File: src/rtl/pipo_rr_write_arbiter.sv
// Round-robin write controller for a shared WIDTH-bit holding register.
// One requester at a time is granted, its word is copied into the register
// and a one-cycle acknowledge is returned to it.
//
// state   | meaning
// --------+-------------------------------------------------------------
// S_IDLE  | no grant in flight; search for a winner starting at ptr
// S_GRANT | winner latched in gidx; write happens at the end of this cycle
// S_ACK   | ack pulse is high for the winner; returns to idle afterwards
module pipo_rr_write_arbiter #(
    parameter int NREQ  = 4,
    parameter int WIDTH = 4,
    parameter int IW    = 2
) (
    input  logic                    clk,
    input  logic                    rst,
    input  logic [NREQ-1:0]         i_req,
    input  logic [NREQ*WIDTH-1:0]   i_wdata,
    output logic [NREQ-1:0]         o_ack,
    output logic [WIDTH-1:0]        o_q,
    output logic                    o_q_valid,
    output logic [IW-1:0]           o_owner,
    output logic                    o_busy,
    output logic                    o_drop_err
);

    typedef enum logic [1:0] {
        S_IDLE  = 2'd0,
        S_GRANT = 2'd1,
        S_ACK   = 2'd2
    } state_t;

    state_t             r_state;
    state_t             w_state_nxt;
    logic [IW-1:0]      r_gidx;
    logic [IW-1:0]      r_ptr;
    logic [WIDTH-1:0]   r_q;
    logic               r_q_valid;
    logic [IW-1:0]      r_owner;
    logic [NREQ-1:0]    r_ack;
    logic               r_drop_err;

    logic               w_found;
    logic [IW-1:0]      w_win;
    logic [IW:0]        w_idx;
    logic [WIDTH-1:0]   w_sel;
    logic [NREQ-1:0]    w_onehot;
    logic [IW-1:0]      w_ptr_nxt;
    logic               w_hold;

    // Round-robin search: first set request at ptr, ptr+1, ... wrapping to ptr-1.
    always_comb begin
        w_found = 1'b0;
        w_win   = '0;
        w_idx   = '0;
        for (int k = 0; k < NREQ; k++) begin
            w_idx = {1'b0, r_ptr} + (IW+1)'(k);
            if (w_idx >= (IW+1)'(NREQ)) begin
                w_idx = w_idx - (IW+1)'(NREQ);
            end
            if (!w_found && i_req[w_idx[IW-1:0]]) begin
                w_found = 1'b1;
                w_win   = w_idx[IW-1:0];
            end
        end
    end

    assign w_hold    = i_req[r_gidx];
    assign w_sel     = i_wdata[int'(r_gidx)*WIDTH +: WIDTH];
    assign w_onehot  = {{(NREQ-1){1'b0}}, 1'b1} << r_gidx;
    assign w_ptr_nxt = (r_gidx == IW'(NREQ-1)) ? '0 : r_gidx + IW'(1);

    // State register.
    always_ff @(posedge clk) begin
        if (rst) begin
            r_state <= S_IDLE;
        end else begin
            r_state <= w_state_nxt;
        end
    end

    // Next-state decode; a dropped request during GRANT aborts back to idle.
    always_comb begin
        w_state_nxt = r_state;
        case (r_state)
            S_IDLE:  if (w_found) w_state_nxt = S_GRANT;
            S_GRANT: w_state_nxt = w_hold ? S_ACK : S_IDLE;
            S_ACK:   w_state_nxt = S_IDLE;
            default: w_state_nxt = S_IDLE;
        endcase
    end

    // Grant latch, shared-register write, ack pulse, pointer and error flag.
    always_ff @(posedge clk) begin
        if (rst) begin
            r_gidx     <= '0;
            r_ptr      <= '0;
            r_q        <= '0;
            r_q_valid  <= 1'b0;
            r_owner    <= '0;
            r_ack      <= '0;
            r_drop_err <= 1'b0;
        end else begin
            case (r_state)
                S_IDLE: begin
                    if (w_found) r_gidx <= w_win;
                end
                S_GRANT: begin
                    if (w_hold) begin
                        r_q       <= w_sel;
                        r_q_valid <= 1'b1;
                        r_owner   <= r_gidx;
                        r_ack     <= w_onehot;
                        r_ptr     <= w_ptr_nxt;
                    end else begin
                        r_drop_err <= 1'b1;
                    end
                end
                S_ACK: begin
                    r_ack <= '0;
                end
                default: begin
                    r_ack <= '0;
                end
            endcase
        end
    end

    assign o_ack      = r_ack;
    assign o_q        = r_q;
    assign o_q_valid  = r_q_valid;
    assign o_owner    = r_owner;
    assign o_drop_err = r_drop_err;
    assign o_busy     = (r_state == S_GRANT) || (r_state == S_ACK);

endmodule

File: config.mk
export PLATFORM = sky130hd
export DESIGN_NAME = pipo_rr_write_arbiter
export DESIGN_NICKNAME = d
export VERILOG_FILES = /design/src/rtl/pipo_rr_write_arbiter.sv
export SDC_FILE = /design/constraint.sdc
export NUM_CORES = 1
export LEC_CHECK = 0
export ABC_AREA = 0
export CORE_UTILIZATION = 45
export CTS_BUF_LIST = sky130_fd_sc_hd__clkbuf_4 sky130_fd_sc_hd__clkbuf_8
export DETAILED_ROUTE_END_ITERATION = 7
export GPL_TIMING_DRIVEN = 0
export PLACE_DENSITY = 0.8
export SYNTH_ARGS = -nofsm -noshare
export SYNTH_HDL_FRONTEND = slang
export SYNTH_SLANG_ARGS = --single-unit
File: constraint.sdc
create_clock -name clk -period 2.9 [get_ports clk]
set_input_delay 0.58 -clock clk [delete_from_list [all_inputs] [get_ports clk]]
set_output_delay 0.58 -clock clk [all_outputs]
set_load 0.1 [all_outputs]
# == After elaboration in Yosys (flattened, before gate mapping) ==
# Cells that the tools add are included.
# word_totals
ff_bits,18
in_bits,22
output_inout_bits,13
wordCells,74
# op_classes
add_sub_neg,8
n_lt_le_gt_ge,9
n_eq_ne,5
shifts,2
mux,28
n_bitwise,2
n_reduce_logical,12
# ops
cell,n
2-bit 2-to-1 mux,11
16-bit by 5-bit variable part select with 4-bit output,1
"2-bit by 3-bit less-than comparator with 1-bit output, second input constant",5
1-bit binary-select mux with 2-bit select,5
"3-bit greater-or-equal comparator, second input constant",3
1-bit 2-to-1 mux,9
4-bit one-hot mux with 2 select lines,1
2-bit AND reduction,4
"2-bit by 1-bit subtractor with 2-bit output, second input constant",4
"2-bit by 2-bit adder with 3-bit output, second input constant",2
"2-bit == test, second input constant",2
4-bit 2-to-1 mux,1
"2-bit inequality test, second input constant",2
2-bit one-hot mux with 2 select lines,1
"1-bit by 2-bit left shift with 4-bit output, first input constant",1
"2-bit by 1-bit adder with 3-bit output, second input constant",1
"2-bit by 3-bit greater-or-equal comparator with 1-bit output, second input constant",1
1-bit logical AND,3
1-bit logical NOT,3
"2-bit by 1-bit adder with 2-bit output, second input constant",1
"2-bit by 1-bit == test with 1-bit output, second input constant",1
2-bit logical NOT,1
1-bit inverter,2
1-bit logical OR,1

# == Depth between registers and ports, before layout ==
# Gate-level depths: netlist of run 1.
# depth
depth_word,16
mapped_depth,6
mapped_depth_nobuf,6

# == Worst setup path before layout of run 1 ==
# No wires, ideal clock.
# synth_timing
kind,flip-flop to output port
start,register r_state[0]
end,output o_busy
arrival_time_ps,1196
required_time_ps,2320
path_slack_ps,1124
stages_incl_launch_ff,3
path_buffers,0
path_cell_list,dfxtp_1 -> inv_1 -> ha_1
# synth_via
elab_chain_cells,2
elab_cells_between_ends,3
classes_between,eq/ne: 2; reduce/logical: 1
# synth_rtl
item,line,text
start: declaration,33,state_t r_state;
start signal: assignment,78,r_state <= w_state_nxt;
2-bit by 1-bit == test with 1-bit output or 2-bit == test (tied branches),134,assign o_busy = (r_state == S_GRANT) || (r_state == S_ACK);
1-bit logical OR (*),134,
end: declaration,23,"output logic o_busy,"
# Mark *: on every way between the ends. The rest lies on a longest branch, timed or not.

# == Worst setup path in the final report of run 1 ==
# Same ends and word-level chain as after synthesis.

==> results of run 1 <==
## worst max-delay path, delay by kind of cell, from the launching register on
| kind | cells | cell delay, ns |
|---|---|---|
| buffers and inverters | 2 | 1.19 |
| DFF | 1 | 0.36 |
| adders and majority gates | 1 | 0.28 |
## power groups by stage
stage          logic [mW]  clock network (mW)  registers [mW]
2_1_floorplan       0.111                   0           0.336
3_3_place_gp        0.233                   0           0.277
3_5_place_dp        0.237                   0           0.278
4_1_cts             0.238               0.161           0.272
5_1_grt             0.252               0.175           0.274
6_report            0.237               0.159           0.273
## logic make-up (layout without fill, tap and decap cells)
logic type | after synthesis | after routing | synth area share
AOI/OAI and AO/OA | 21 | 21 | 0.157
adders and majority gates | 6 | 6 | 0.0759
buffers and inverters | 10 | 47 | 0.0480
DFF | 18 | 18 | 0.364
muxes | 12 | 12 | 0.202
and+or+nand+nor | 28 | 28 | 0.153
## sequential cells by signal, summed over array words and instances, names as in the netlist
signal and flops:
o_owner 2, r_state 2, o_q_valid 1, r_gidx 2
o_ack 4, r_ptr 2, o_q 4, o_drop_err 1
## synth_stat cells
library cell   n
dfxtp_1       18
nor2_1         9
a21oi_1        8
ha_1           6
inv_1          6
nand2_1        6
mux2i_1        5
a22o_2         4
mux4_1         4
nor2b_1        4
buf_2          2
mux2_2         2
nand3_1        2
o21bai_1       2
a211oi_1       1
a21boi_0       1
a21o_1         1
a21oi_4        1
a2bb2oi_1      1
buf_6          1
clkbuf_1       1
mux4_2         1
nand2_4        1
nand2b_1       1
nand2b_4       1
nand4_1        1
nor3_2         1
nor4_1         1
o211ai_1       1
o21ai_0        1
or3_1          1
## area by class of cell
cell class              count  area, um^2
multi-input cells          67         582
fillers                   167         632
well taps                  27        33.8
plain buffers               4        25.0
inverters                   6        22.5
repair buffers             33         330
flip-flops and latches     18         360
clock buffers               4        36.3
## final timing paths
path,startpoint,endpoint,slack (ns),cells past startpoint
worst min register to register,o_drop_err,o_drop_err,0.45,2
worst max register to register,r_gidx[0],o_ack[0],1.13,5
worst min-delay path,o_drop_err,o_drop_err,0.45,2
worst max-delay path,r_state[0],o_busy,0.19,3
## per-layer routing
metal	GRT usage	part of all wire	up-vias
met1	0.234	0.45	389
met5	0	0	-
met4	0.0637	0.0037	0
li1	-	-	417
met2	0.343	0.52	21
met3	0.0312	0.028	2
## through the flow
step | hold slack (ns) | instance area (um^2) | cells
floorplan | 0.448 | 990 | 95
global placement | 0.433 | 1350 | 155
detailed placement | 0.437 | 1350 | 155
CTS | 0.454 | 1390 | 159
global route | 0.497 | 1390 | 159
finish | 0.453 | 1390 | 159
==> out/summary.txt, run 1 <==
Status -> complete, no violations
Sw Pwr -> 238 uW
H-Tree Depth -> 1
Crit path max fanout -> 2
Max incr delay on CP -> 1.13 ns
Area share of the largest cell type after synthesis -> 0.364
Drt drc -> 0
Max-cap violations -> 0
Total CTS buffers -> 3
Global route total overflow -> 0
Slowest-stage cell, CP -> clkdlybuf4s50_1
GRT Total Usage -> 0.192
Mean post-synth cell area -> 10.4 um^2
Critical Path AT -> 2.13 ns
Antenna-violating nets left -> 0
Most frequent cells in the layout -> clkdlybuf4s50_1 (33), dfxtp_1 (18), nor2_1 (9)
Largest net degree at the start of global routing -> 11
Logic pwr share -> 0.354
Avg WL per Cell -> 13.4 um
Cell-internal power -> 431 uW
Std cell rows -> 16
Area leader, netlist -> dfxtp_1
Die H -> 48.9 um
Worst Hold Class -> reg -> reg
Layout cells sized above 1 -> 0.136
Slew headroom -> 0.348
DR vias/cell -> 5.21
Clk buf depth -> 2
F_max -> 369 MHz
Leak pwr -> 0.561 nW
Register clock-pin slew on the reported worst setup and hold paths -> 0.11 ns
RSZ-0062 raised after global routing -> no
Initial core utilization -> 0.489
Pwr dens -> 481 mW/mm^2
Fin Clk Skew -> 0.00822 ns
Clock Power Share -> 0.238
Worst skew pair latency -> 0.30 ns
Nets -> 161
Port bufs -> 33
Post_cts resized -> 0
Critical Path Source Type -> flop
CTS tree -> done
Worst VDD drop -> 0.250 mV
Vias in the first global route -> 808
Min Tclk post-route -> 2.71 ns
Synth cell types -> 31
Seq cells post-synth -> 18
Setup Viol. Count Final -> 0
ANT cells -> 0
Post-Synthesis Cells -> 95
Post-layout util -> 0.688
Die width -> 48.9 um
Syn Nets -> 123
Worst Setup End Kind -> output pin
Top cells by area, synth -> dfxtp_1 (36%), mux4_1 (11%), ha_1 (7.6%), mux2i_1 (5.1%), a21oi_1 (4.0%)
Clock sinks -> 18
Antenna violations before repair -> 0
Post-Route WL -> 2.13 mm
TritonRoute pass-1 iters -> 4
Flop pwr share -> 0.407
Syn-to-layout area delta -> 40.5%
First-pass GRT wire length -> 3.49 mm
Final setup margin -> 0.191 ns
Final Max Slew Viols -> 0
Worst slew pin tran -> 0.975 ns
Critical path type -> reg -> out
Die ar. -> 0.00239 mm^2
Post-CTS Setup Inserts -> 0
Hold-fix buffers at CTS -> 0
DR vias -> 829
Cell Area, Synth -> 990 um^2
Hold Fails Final Rpt -> 0
Crit path required time -> 2.32 ns
DR iter-0 viols -> 8
Critical-path cell list -> inv_1 -> ha_1 -> clkdlybuf4s50_1
Period utilization -> 0.934
Post-place setup slack -> 0.536 ns
Core area -> 0.00202 mm^2
Synth warn -> 0
Commonest non-fill, non-tap cell in the layout -> clkdlybuf4s50_1
Ports -> 35
Root Buffer -> clkbuf_4
Post-DP HPWL -> 1.57 mm
Post-synthesis sequential area ratio -> 0.364
Sw frac -> 0.355
Setup TNS Final -> 0 ns
Routability congestion estimate -> 0.834
Tot Pwr -> 669 uW
Power figures use the tool's default switching activity.
==> run 2: changes to the inputs <==
--- a/config.mk
+++ b/config.mk
@@ -7,7 +7,7 @@
 export LEC_CHECK = 0
 export ABC_AREA = 0
 export CORE_UTILIZATION = 45
-export CTS_BUF_LIST = sky130_fd_sc_hd__clkbuf_4 sky130_fd_sc_hd__clkbuf_8
+export CTS_BUF_LIST = sky130_fd_sc_hd__clkbuf_8
 export DETAILED_ROUTE_END_ITERATION = 7
 export GPL_TIMING_DRIVEN = 0
 export PLACE_DENSITY = 0.8
==> out/summary.txt, run 2 (synthesized netlist as in run 1, its figures left out) <==
H-Tree Depth -> 1 (unchanged)
Final Max Slew Viols -> 0 (unchanged)
Crit path max fanout -> 2 (unchanged)
Layout cells sized above 1 -> 0.136 (unchanged)
Die ar. -> 0.00239 mm^2 (unchanged)
Root Buffer -> clkbuf_8
Critical Path Source Type -> flop
Largest net degree at the start of global routing -> 11 (unchanged)
Worst VDD drop -> 0.261 mV (+4.2%)
Period utilization -> 0.914 (-0.0204)
Slowest-stage cell, CP -> clkdlybuf4s50_1
Core area -> 0.00202 mm^2 (unchanged)
ANT cells -> 0 (unchanged)
Setup TNS Final -> 0 ns (unchanged)
Layout filler cell count -> 164 (-1.8%)
TritonRoute pass-1 iters -> 4 (unchanged)
Worst Setup End Kind -> output pin
First-pass GRT wire length -> 3.55 mm (+1.8%)
Post-Route WL -> 2.19 mm (+2.8%)
Syn-to-layout area delta -> 42.4%
Commonest non-fill, non-tap cell in the layout -> clkdlybuf4s50_1
Vias in the first global route -> 815 (+0.87%)
Avg WL per Cell -> 13.8 um (+2.8%)
Die width -> 48.9 um (unchanged)
Die H -> 48.9 um (unchanged)
Fin Clk Skew -> 0.00558 ns (-0.00264 ns)
Critical path type -> reg -> out
Worst Hold Class -> reg -> reg
Worst slew pin tran -> 0.978 ns (+0.00344 ns)
RSZ-0062 raised after global routing -> no
Global route total overflow -> 0 (unchanged)
Post-CTS Setup Inserts -> 0 (unchanged)
GRT Total Usage -> 0.198 (+0.00529)
Min Tclk post-route -> 2.65 ns (-0.0592 ns)
Nets -> 161 (unchanged)
DR vias/cell -> 5.16 (-1.1%)
Slew headroom -> 0.346 (-0.00230)
F_max -> 377 MHz (+2.2%)
Crit path max-delay family -> buffers and inverters
Hold-fix buffers at CTS -> 0 (unchanged)
Crit path required time -> 2.32 ns (about the same)
Initial core utilization -> 0.489 (unchanged)
CTS tree -> done
Pwr dens -> 508 mW/mm^2 (+5.6%)
Drt drc -> 0 (unchanged)
Worst skew pair latency -> 0.25 ns (-0.05 ns)
Register clock-pin slew on the reported worst setup and hold paths -> 0.07 ns (-0.04 ns)
Clock sinks -> 18 (unchanged)
DR vias -> 820 (-1.1%)
Sw Pwr -> 241 uW (+1.3%)
Routability congestion estimate -> 0.834 (unchanged)
Cell-internal power -> 476 uW (+10%)
Flop pwr share -> 0.380 (-0.027)
Ports -> 35 (unchanged)
DR iter-0 viols -> 16 (+8)
Status -> complete, no violations
Sw frac -> 0.336 (-0.0192)
Max incr delay on CP -> 1.13 ns (about the same)
Post_cts resized -> 0 (unchanged)
Most frequent cells in the layout -> clkdlybuf4s50_1 (33), dfxtp_1 (18), nor2_1 (9)
Clock Power Share -> 0.287 (+0.049)
Post-layout util -> 0.697 (+0.00928)
Critical-path cell list -> inv_1 -> ha_1 -> clkdlybuf4s50_1
Hold Fails Final Rpt -> 0 (unchanged)
Max-cap violations -> 0 (unchanged)
Port bufs -> 33 (unchanged)
Antenna-violating nets left -> 0 (unchanged)
Leak pwr -> 0.569 nW (+1.4%)
Critical Path AT -> 2.07 ns (-0.06 ns)
Setup Viol. Count Final -> 0 (unchanged)
Buf/Inv on CP -> 2 (unchanged)
Std cell rows -> 16 (unchanged)
Total CTS buffers -> 3 (unchanged)
Post-DP HPWL -> 1.57 mm (unchanged)
Logic pwr share -> 0.333 (-0.021)
Clk buf depth -> 2 (unchanged)
Antenna violations before repair -> 0 (unchanged)
## run 2: layout make-up
type	count	area (um^2)	share of cell area
Inverter	6	22.5	0.0160
Tap cell	27	33.8	0.0240
Clock buffer	4	55.1	0.0391
Sequential cell	18	360	0.256
Buffer	4	25.0	0.0178
Multi-Input combinational cell	67	582	0.413
Timing Repair Buffer	33	330	0.234
## run 2: final timing paths
kind	startpoint	endpoint	slack, ns	cells after the start
setup reg to reg	r_gidx[0]	o_ack[0]	1.14	5
hold reg to reg	o_drop_err	o_drop_err	0.45	2
setup / recovery	r_state[0]	o_busy	0.25	3
hold / removal	o_drop_err	o_drop_err	0.45	2
## run 2: stage by stage
step	area, um^2	std cells	total power, mW	hold WS, ns	worst slack, ns
after global placement	1350	155	0.510	0.433	0.572
after CTS	1410	159	0.723	0.448	0.249
after global routing	1410	159	0.751	0.491	0.204
final	1410	159	0.716	0.447	0.250
after detailed placement	1350	155	0.515	0.437	0.536
after floorplan	990	95	0.447	0.448	1.12
## run 2: power by group through the flow
| stage | clock network [mW] | logic [mW] | registers [mW] |
|---|---|---|---|
| floorplan | 0 | 0.111 | 0.336 |
| detailed placement | 0 | 0.237 | 0.278 |
| global route | 0.224 | 0.253 | 0.274 |
| CTS | 0.211 | 0.239 | 0.272 |
| finish | 0.205 | 0.239 | 0.272 |
| global placement | 0 | 0.233 | 0.277 |
## run 2: worst min-delay path, stage by stage, from the launching register on
cell and delay, ns:
dfxtp_1 0.31, inv_1 0.05, a21oi_1 0.05
## run 2: routing by layer
layer | share of wire | wire [um] | vias to the layer above | global-route usage
li1 | - | - | 414 | -
met1 | 0.43 | 938 | 389 | 0.232
met2 | 0.55 | 1200 | 17 | 0.363
met3 | 0.027 | 59 | 0 | 0.0218
met4 | 0 | 0 | 0 | 0.0784
met5 | 0 | 0 | - | 0
==> run 3: changes to the inputs <==
--- a/config.mk
+++ b/config.mk
@@ -11,6 +11,7 @@
 export DETAILED_ROUTE_END_ITERATION = 7
 export GPL_TIMING_DRIVEN = 0
 export PLACE_DENSITY = 0.8
+export SLEW_MARGIN = 20
 export SYNTH_ARGS = -nofsm -noshare
 export SYNTH_HDL_FRONTEND = slang
 export SYNTH_SLANG_ARGS = --single-unit
==> results of run 3 <==
Final layout, timing and power as in run 2 (identical DEF).
